--- src/rtl/trap_sequencer.sv ---
// Machine-mode trap/interrupt sequencer: arbitrates enabled interrupts
// and steps trap entry and mret return through stall, flush, CSR write, redirect.
module trap_sequencer #(
  parameter int DRAIN_CYCLES = 2,
  parameter bit VECTORED_EN  = 1'b1
) (
  input  logic        clk,
  input  logic        rst,
  input  logic        irq_ext_i,
  input  logic        irq_sw_i,
  input  logic        irq_timer_i,
  input  logic [31:0] mie_i,
  input  logic [31:0] mstatus_i,
  input  logic [31:0] mtvec_i,
  input  logic [31:0] mepc_i,
  input  logic [31:0] pc_i,
  input  logic        pipe_valid_i,
  input  logic        is_mret_i,
  output logic [31:0] mip_o,
  output logic        stall_o,
  output logic        flush_o,
  output logic        redirect_o,
  output logic [31:0] redirect_pc_o,
  output logic        mepc_we_o,
  output logic [31:0] mepc_wdata_o,
  output logic        mcause_we_o,
  output logic [31:0] mcause_wdata_o,
  output logic        mstatus_we_o,
  output logic [31:0] mstatus_wdata_o,
  output logic        busy_o
);

  typedef enum logic [1:0] {
    S_IDLE, S_DRAIN, S_TRAP, S_RET
  } state_e;

  localparam logic [3:0] LAST = 4'(DRAIN_CYCLES - 1);

  state_e      state_q, state_d;
  logic [3:0]  cnt_q, cnt_d;
  logic [3:0]  code_q, code_d;
  logic [31:0] pc_q, pc_d;
  logic [31:0] mip_q;
  logic [31:0] pend;
  logic [31:0] base;
  logic        take;
  logic        vec;

  always_ff @(posedge clk) begin
    if (rst) begin
      state_q <= S_IDLE;
      cnt_q   <= '0;
      code_q  <= '0;
      pc_q    <= '0;
      mip_q   <= '0;
    end else begin
      state_q <= state_d;
      cnt_q   <= cnt_d;
      code_q  <= code_d;
      pc_q    <= pc_d;
      mip_q   <= '0;
      mip_q[11] <= irq_ext_i;
      mip_q[3]  <= irq_sw_i;
      mip_q[7]  <= irq_timer_i;
    end
  end

  assign mip_o = mip_q;
  assign pend  = mip_q & mie_i & 32'h0000_0888;
  assign take  = mstatus_i[3] & pipe_valid_i & (|pend);
  assign base  = mtvec_i & 32'hFFFF_FFFC;
  assign vec   = VECTORED_EN && (mtvec_i[1:0] == 2'b01);

  always_comb begin
    state_d         = state_q;
    cnt_d           = cnt_q;
    code_d          = code_q;
    pc_d            = pc_q;
    stall_o         = 1'b0;
    flush_o         = 1'b0;
    redirect_o      = 1'b0;
    redirect_pc_o   = '0;
    mepc_we_o       = 1'b0;
    mepc_wdata_o    = '0;
    mcause_we_o     = 1'b0;
    mcause_wdata_o  = '0;
    mstatus_we_o    = 1'b0;
    mstatus_wdata_o = '0;
    busy_o          = 1'b0;
    // Outputs held quiet while reset is asserted so no half sequence escapes
    if (!rst) begin
      case (state_q)
        S_IDLE: begin
          if (take) begin
            flush_o = 1'b1;
            pc_d    = pc_i;
            cnt_d   = '0;
            state_d = S_DRAIN;
            if (pend[11])     code_d = 4'd11;
            else if (pend[3]) code_d = 4'd3;
            else              code_d = 4'd7;
          end else if (is_mret_i && pipe_valid_i) begin
            flush_o = 1'b1;
            state_d = S_RET;
          end
        end
        S_DRAIN: begin
          stall_o = 1'b1;
          busy_o  = 1'b1;
          if (cnt_q == LAST) state_d = S_TRAP;
          else               cnt_d   = cnt_q + 4'd1;
        end
        S_TRAP: begin
          stall_o            = 1'b1;
          busy_o             = 1'b1;
          mepc_we_o          = 1'b1;
          mepc_wdata_o       = pc_q;
          mcause_we_o        = 1'b1;
          mcause_wdata_o     = {1'b1, 27'b0, code_q};
          mstatus_we_o       = 1'b1;
          mstatus_wdata_o    = mstatus_i;
          mstatus_wdata_o[7] = mstatus_i[3];
          mstatus_wdata_o[3] = 1'b0;
          redirect_o         = 1'b1;
          redirect_pc_o      = vec ? base + {26'b0, code_q, 2'b0}
                                   : base;
          state_d            = S_IDLE;
        end
        S_RET: begin
          stall_o            = 1'b1;
          busy_o             = 1'b1;
          mstatus_we_o       = 1'b1;
          mstatus_wdata_o    = mstatus_i;
          mstatus_wdata_o[3] = mstatus_i[7];
          mstatus_wdata_o[7] = 1'b1;
          redirect_o         = 1'b1;
          redirect_pc_o      = mepc_i & 32'hFFFF_FFFC;
          state_d            = S_IDLE;
        end
        default: state_d = S_IDLE;
      endcase
    end
  end

endmodule
--- config.mk ---
export PLATFORM = sky130hd
export DESIGN_NAME = trap_sequencer
export DESIGN_NICKNAME = d
export VERILOG_FILES = /design/src/rtl/trap_sequencer.sv
export SDC_FILE = /design/constraint.sdc
export NUM_CORES = 1
export LEC_CHECK = 0
export ABC_AREA = 1
export BUFFER_PORTS_ARGS = -buffer_cell sky130_fd_sc_hd__buf_2
export CORE_AREA = 2 2 131 133
export DETAILED_ROUTE_END_ITERATION = 8
export DIE_AREA = 0 0 133 135
export HOLD_SLACK_MARGIN = 0.05
export PLACE_DENSITY_LB_ADDON = 0.05
export SLEW_MARGIN = 20
export SYNTH_ARGS = -nofsm -noshare
export SYNTH_HDL_FRONTEND = slang
export SYNTH_SLANG_ARGS = --single-unit
--- constraint.sdc ---
create_clock -name clk -period 5.4 [get_ports clk]
set_input_delay 0.81 -clock clk [delete_from_list [all_inputs] [get_ports clk]]
set_output_delay 0.81 -clock clk [all_outputs]
set_load 0.01 [all_outputs]
==> results of run 1 <==
[cells in the mapped netlist (all sizes together) (2+ instances only)]
| cell | n | share of area |
|---|---|---|
| o21bai | 6 | 0.013 |
| nand2 | 160 | 0.15 |
| a21oi | 76 | 0.094 |
| clkbuf | 19 | 0.017 |
| or2 | 3 | 0.0046 |
| nand4 | 7 | 0.016 |
| o211ai | 2 | 0.0037 |
| nand3b | 2 | 0.0037 |
| nand3 | 38 | 0.050 |
| dfxtp | 44 | 0.21 |
| buf | 77 | 0.13 |
| o21ai | 47 | 0.057 |
| inv | 83 | 0.076 |
| ha | 6 | 0.018 |
| nor3 | 3 | 0.0049 |
| nor2 | 125 | 0.13 |
[power by group through the flow]
stage	sequential, mW	combinational, mW	clock, mW
finish	0.350	0.313	0.315
detailed placement	0.358	0.316	0
floorplan	0.356	0.223	0
global route	0.352	0.355	0.340
global placement	0.358	0.318	0
CTS	0.351	0.317	0.326
[layout by cell type (no fill, tap or decap), types with 2 or more instances in the layout]
cell        Yosys  final
o21bai_1        4      4
nor2_4          5      5
nor3_1          2      2
inv_2           4      4
o21ai_0        40     40
nand3_2         3      4
a21oi_1        75     75
nand3b_1        2      2
nand2_1       155    155
or2_2           3      3
inv_1          79     79
nand2_2         5      5
o21bai_2        2      2
nand4_1         5      5
nor2_2          9      9
buf_4          64      4
conb_1          1     58
clkinvlp_4      0      2
nor2_1        111    111
ha_1            6      6
o211ai_1        2      2
clkbuf_16       0      5
dfxtp_1        44     44
nand3_1        35     34
o21ai_1         7      7
buf_2          12    244
[critical path, stage by stage, from the launching register on]
cell,delay (ns)
dfxtp_1,0.31
buf_4,0.31
inv_1,0.17
nor2_2,0.10
buf_4,0.29
inv_1,0.31
nor2_1,0.41
inv_2,0.35
nor2_1,0.25
buf_2,0.17
[metal layers]
layer	GRT usage	wire length (um)	vias to the layer above
met4	0.02569	92	0
met2	0.2743	7145	164
li1	-	-	2534
met5	0	0	-
met3	0.03078	978	8
met1	0.1984	6595	2028
[path summary, 6_finish.rpt]
path / startpoint / end / slack, ns / cells after the start
min: pc_q[0] / pc_q[0] / 0.45 / 2
max: state_q[1] / mcause_wdata_o[1] / 1.64 / 9
max reg2reg: state_q[1] / cnt_q[0] / 3.39 / 8
min reg2reg: pc_q[0] / pc_q[0] / 0.45 / 2
[logic make-up (layout without fill, tap and decap cells)]
family / count (synthesis) / in the layout / synth area share
compound gates: 134 / 134 / 0.1724
fa+ha+maj: 7 / 7 / 0.02315
simple gates: 339 / 339 / 0.3585
other cells: 1 / 59 / 0.0009129
xor+xnor: 1 / 1 / 0.002133
flops: 44 / 44 / 0.2144
buf+inv: 180 / 340 / 0.2284
[area by class of cell]
class	count	area [um^2]
Multi-Input combinational cell	539	2507
Tap cell	220	275.3
Timing Repair Buffer	248	1251
Clock inverter	2	15.01
Inverter	84	315.3
Fill cell	1897	11020
Clock buffer	6	138.9
Sequential cell	44	880.8
Antenna cell	1	2.502
[flip-flops by register name (all words and copies together) (netlist names)]
signal and flops:
cnt_q 4, state_q 2, mip_o 3, code_q 3, pc_q 32
==> impl_metrics.json, run 1 <==
{
  "drc": 0,
  "p_clk_frac": 0.322,
  "cts_setup_buffers": 0,
  "layout_setup_ws_ns": 1.639,
  "p_sw_frac": 0.3494,
  "maxCapViolCount": 0,
  "clk_pin_slew_ns": 0.07,
  "viasPerCell": 4.138,
  "drtPass1Iterations": 6,
  "ios": 334,
  "hold_class": "reg -> reg",
  "report.final.slew_viol_count": 0,
  "fmax_mhz": 265.9,
  "required_ns": 4.59,
  "hold_viol": 0,
  "cp-end-kind": "output port",
  "p_seq_frac": 0.358,
  "async_reset_ff_frac": 0,
  "ys_seq_area_frac": 0.2144,
  "critical_path_class": "reg -> out",
  "postRouteAntennaNets": 0,
  "finalHoldWorstSlack_ns": 0.4523,
  "final_area_mm2": 0.005386,
  "placed_cells": 1135,
  "cts_tree": "yes",
  "clock_skew_ns": 0.005188,
  "clk-insertion-delay-late_ns": 0.28,
  "postSynthCellCount": 706,
  "status": "complete, no violations",
  "slew-limit-headroom": 0.3355,
  "grt_pass1_vias": 4288,
  "start_util": 0.2504,
  "start_kind": "flip-flop",
  "area_delta_synth_final_pct": 31.13,
  "postPlaceCellArea_mm2": 0.005230,
  "power_density_mw_per_mm2": 181.6,
  "port_buffers": 244,
  "yosysWarnings": 0,
  "p_sw_mw": 0.3418,
  "die_w_um": 133,
  "cts_resized": 0,
  "synth_area_per_cell_um2": 5.818,
  "die-area_mm2": 0.01796,
  "finalSetupTns_ns": 0,
  "htree_num_levels": 2,
  "antenna_found_initial": 1,
  "synth_ff_type": "dfxtp_1",
  "grt_max_degree": 69,
  "finalSetupViolCount": 0,
  "rows": 47,
  "clockBufferDepth": 2,
  "grt_overflow": 0,
  "routabilityCongestion": 0.7558,
  "finalCriticalPeriod_ns": 3.761,
  "wirelength_um": 14810,
  "post-dp-hpwl_um": 11800,
  "final_net_count": 1096,
  "leakage_nw": 2.780,
  "p_int_mw": 0.6364,
  "cts_buffers": 5,
  "cts_root_buf": "clkbuf_16",
  "drive_above_1_share": 0.3164,
  "vias": 4734,
  "track_usage": 0.1551,
  "power_mw": 0.9782,
  "synth_edf_count": 0,
  "die_h_um": 135,
  "synth_area_mm2": 0.004108,
  "wl_per_cell_um": 12.95,
  "crit_fanout": 34,
  "finalCritPeriodShare": 0.6965,
  "place_worst_setup_slack_ns": 1.853,
  "grt_setup_unrepaired": "false",
  "peakVddDrop_v": 0.0001263,
  "grt_pass1_wl_um": 22510,
  "synth_seq_cells": 44,
  "cp.arrival_ns": 2.95,
  "final_cells": 1144,
  "tightest_slew_ns": 0.9956,
  "core_area_mm2": 0.01641,
  "first_iter_violations": 181,
  "utilization": 0.3283,
  "comb_power_share": 0.320,
  "synthDistinctLibCells": 37,
  "holdBufCountCts": 0,
  "cts_sinks": 44
}
Power figures use the tool's default switching activity.
==> run 2: changes to the inputs <==
--- a/config.mk
+++ b/config.mk
@@ -7,9 +7,9 @@
 export LEC_CHECK = 0
 export ABC_AREA = 1
 export BUFFER_PORTS_ARGS = -buffer_cell sky130_fd_sc_hd__buf_2
-export CORE_AREA = 2 2 131 133
+export CORE_AREA = 2 2 128 130
 export DETAILED_ROUTE_END_ITERATION = 8
-export DIE_AREA = 0 0 133 135
+export DIE_AREA = 0 0 130 132
 export HOLD_SLACK_MARGIN = 0.05
 export PLACE_DENSITY_LB_ADDON = 0.05
 export SLEW_MARGIN = 20
==> constraint.sdc (replaced) <==
create_clock -name clk -period 3.55 [get_ports clk]
set_input_delay 0.5325 -clock clk [delete_from_list [all_inputs] [get_ports clk]]
set_output_delay 0.5325 -clock clk [all_outputs]
set_load 0.01 [all_outputs]
==> impl_metrics.json, run 2 (synthesis gave the netlist of run 1 again) <==
{
  "status": "complete, no violations",
  "vias": 4760,
  "die-area_mm2": 0.01716,
  "maxCapViolCount": 0,
  "place_worst_setup_slack_ns": 0.5562,
  "clk_pin_slew_ns": 0.06,
  "grt_overflow": 0,
  "utilization": 0.3466,
  "die_h_um": 132,
  "leakage_nw": 2.821,
  "post-dp-hpwl_um": 11780,
  "final_net_count": 1100,
  "peakVddDrop_v": 0.0003014,
  "cp_cell_sequence": "nor2_2 > buf_4 > inv_1 > nor2_1 > inv_2 > nor2_1 > buf_2",
  "finalSetupTns_ns": 0,
  "drc": 0,
  "clock_skew_ns": 0.005349,
  "clk-insertion-delay-late_ns": 0.28,
  "rows": 46,
  "holdBufCountCts": 0,
  "first_iter_violations": 162,
  "core_area_mm2": 0.01571,
  "placed_cells": 1135,
  "power_mw": 1.596,
  "largest_reg_flops": 32,
  "cts_sinks": 44,
  "area_delta_synth_final_pct": 32.56,
  "start_kind": "flip-flop",
  "fmax_mhz": 325.9,
  "cts_tree": "yes",
  "finalCriticalPeriod_ns": 3.069,
  "nFillCells": 1898,
  "cpPeakStageDelay_ns": 0.40,
  "layout_commonest_cell": "buf_2",
  "cts_buffers": 5,
  "track_usage": 0.1584,
  "crit_path_frequent_cell": "nor2_1",
  "postRouteAntennaNets": 0,
  "tightest_slew_ns": 0.6363,
  "layout_common_cells": "buf_2, nand2_1, nor2_1",
  "drive_above_1_share": 0.3186,
  "required_ns": 3.02,
  "cts_resized": 0,
  "critical_path_class": "reg -> out",
  "finalCritPeriodShare": 0.8644,
  "grt_pass1_vias": 4241,
  "seq_area_um2": 880.8,
  "clockBufferDepth": 2,
  "grt_pass1_wl_um": 22020,
  "grt_max_degree": 66,
  "cp-end-kind": "output port",
  "report.final.slew_viol_count": 0,
  "hold_viol": 0,
  "grt_setup_unrepaired": "false",
  "final_cells": 1144,
  "ios": 334,
  "port_buffers": 244,
  "viasPerCell": 4.161,
  "antenna_found_initial": 2,
  "die_w_um": 130,
  "cts_root_buf": "clkbuf_16",
  "crit_slowest_cell": "nor2_1",
  "drtPass1Iterations": 4,
  "htree_num_levels": 2,
  "crit_fanout": 34,
  "start_util": 0.2614,
  "layout_setup_ws_ns": 0.4815,
  "power_density_mw_per_mm2": 293.2,
  "regMostFlops": "pc_q",
  "cp.arrival_ns": 2.54,
  "wirelength_um": 14650,
  "routabilityCongestion": 0.8080,
  "cp_top_family": "buffers and inverters",
  "reg_top3": "pc_q x32, cnt_q x4",
  "worst-path-buf-inv": 4,
  "multi_input_area_mm2": 0.002507,
  "wl_per_cell_um": 12.81,
  "hold_class": "reg -> reg",
  "slew-limit-headroom": 0.5752,
  "finalSetupViolCount": 0,
  "cts_setup_buffers": 0
}
-- run 2: cell count changes in the layout (fill, tap and decap cells not counted) --
cell,previous run,this run
buf_4,4,8
bufinv_16,0,2
clkinvlp_4,2,0
clkbuf_8,1,0
diode_2,1,2
-- run 2: per-stage QoR --
stage | area (um^2) | hold slack [ns]
detailed placement | 5255 | 0.4450
floorplan | 4322 | 0.4300
global route | 5445 | 0.4633
finish | 5445 | 0.4495
CTS | 5440 | 0.4509
global placement | 5255 | 0.4468
-- run 2: metal layers --
layer,wire (um),GRT usage,part of all wire
met3,977,0.02963,0.067
met1,6527,0.2035,0.45
met5,0,0,0
met2,7020,0.2763,0.48
met4,124,0.02867,0.0085
-- run 2: report_power, final --
part	leakage, nW	switching (mW)	internal (mW)
clock	0.0899	0.185	0.399
sequential	0.358	0.0129	0.521
combinational	2.37	0.309	0.169
total	2.82	0.507	1.09
-- run 2: layout make-up --
type	count	area share
multi-input cells	539	0.4605
repair buffers	252	0.2353
flip-flops and latches	44	0.1618
inverters	84	0.05790
well taps	216	0.04963
clock buffers	5	0.02298
clock inverters	2	0.01103
diodes	2	0.0009191
-- run 2: worst register-to-register path: cells and delay by family (launching register included) --
kind | cells | cell delay [ns]
flops | 1 | 0.33
compound gates | 2 | 0.31
buf+inv | 2 | 0.78
simple gates | 2 | 0.29
-- run 2: final timing paths --
| path | start | to | slack, ns | depth (start not counted) |
|---|---|---|---|---|
| max | state_q[0] | mcause_wdata_o[0] | 0.48 | 7 |
| min reg2reg | pc_q[15] | pc_q[15] | 0.45 | 2 |
| max reg2reg | state_q[1] | pc_q[20] | 1.77 | 6 |
| min | pc_q[15] | pc_q[15] | 0.45 | 2 |
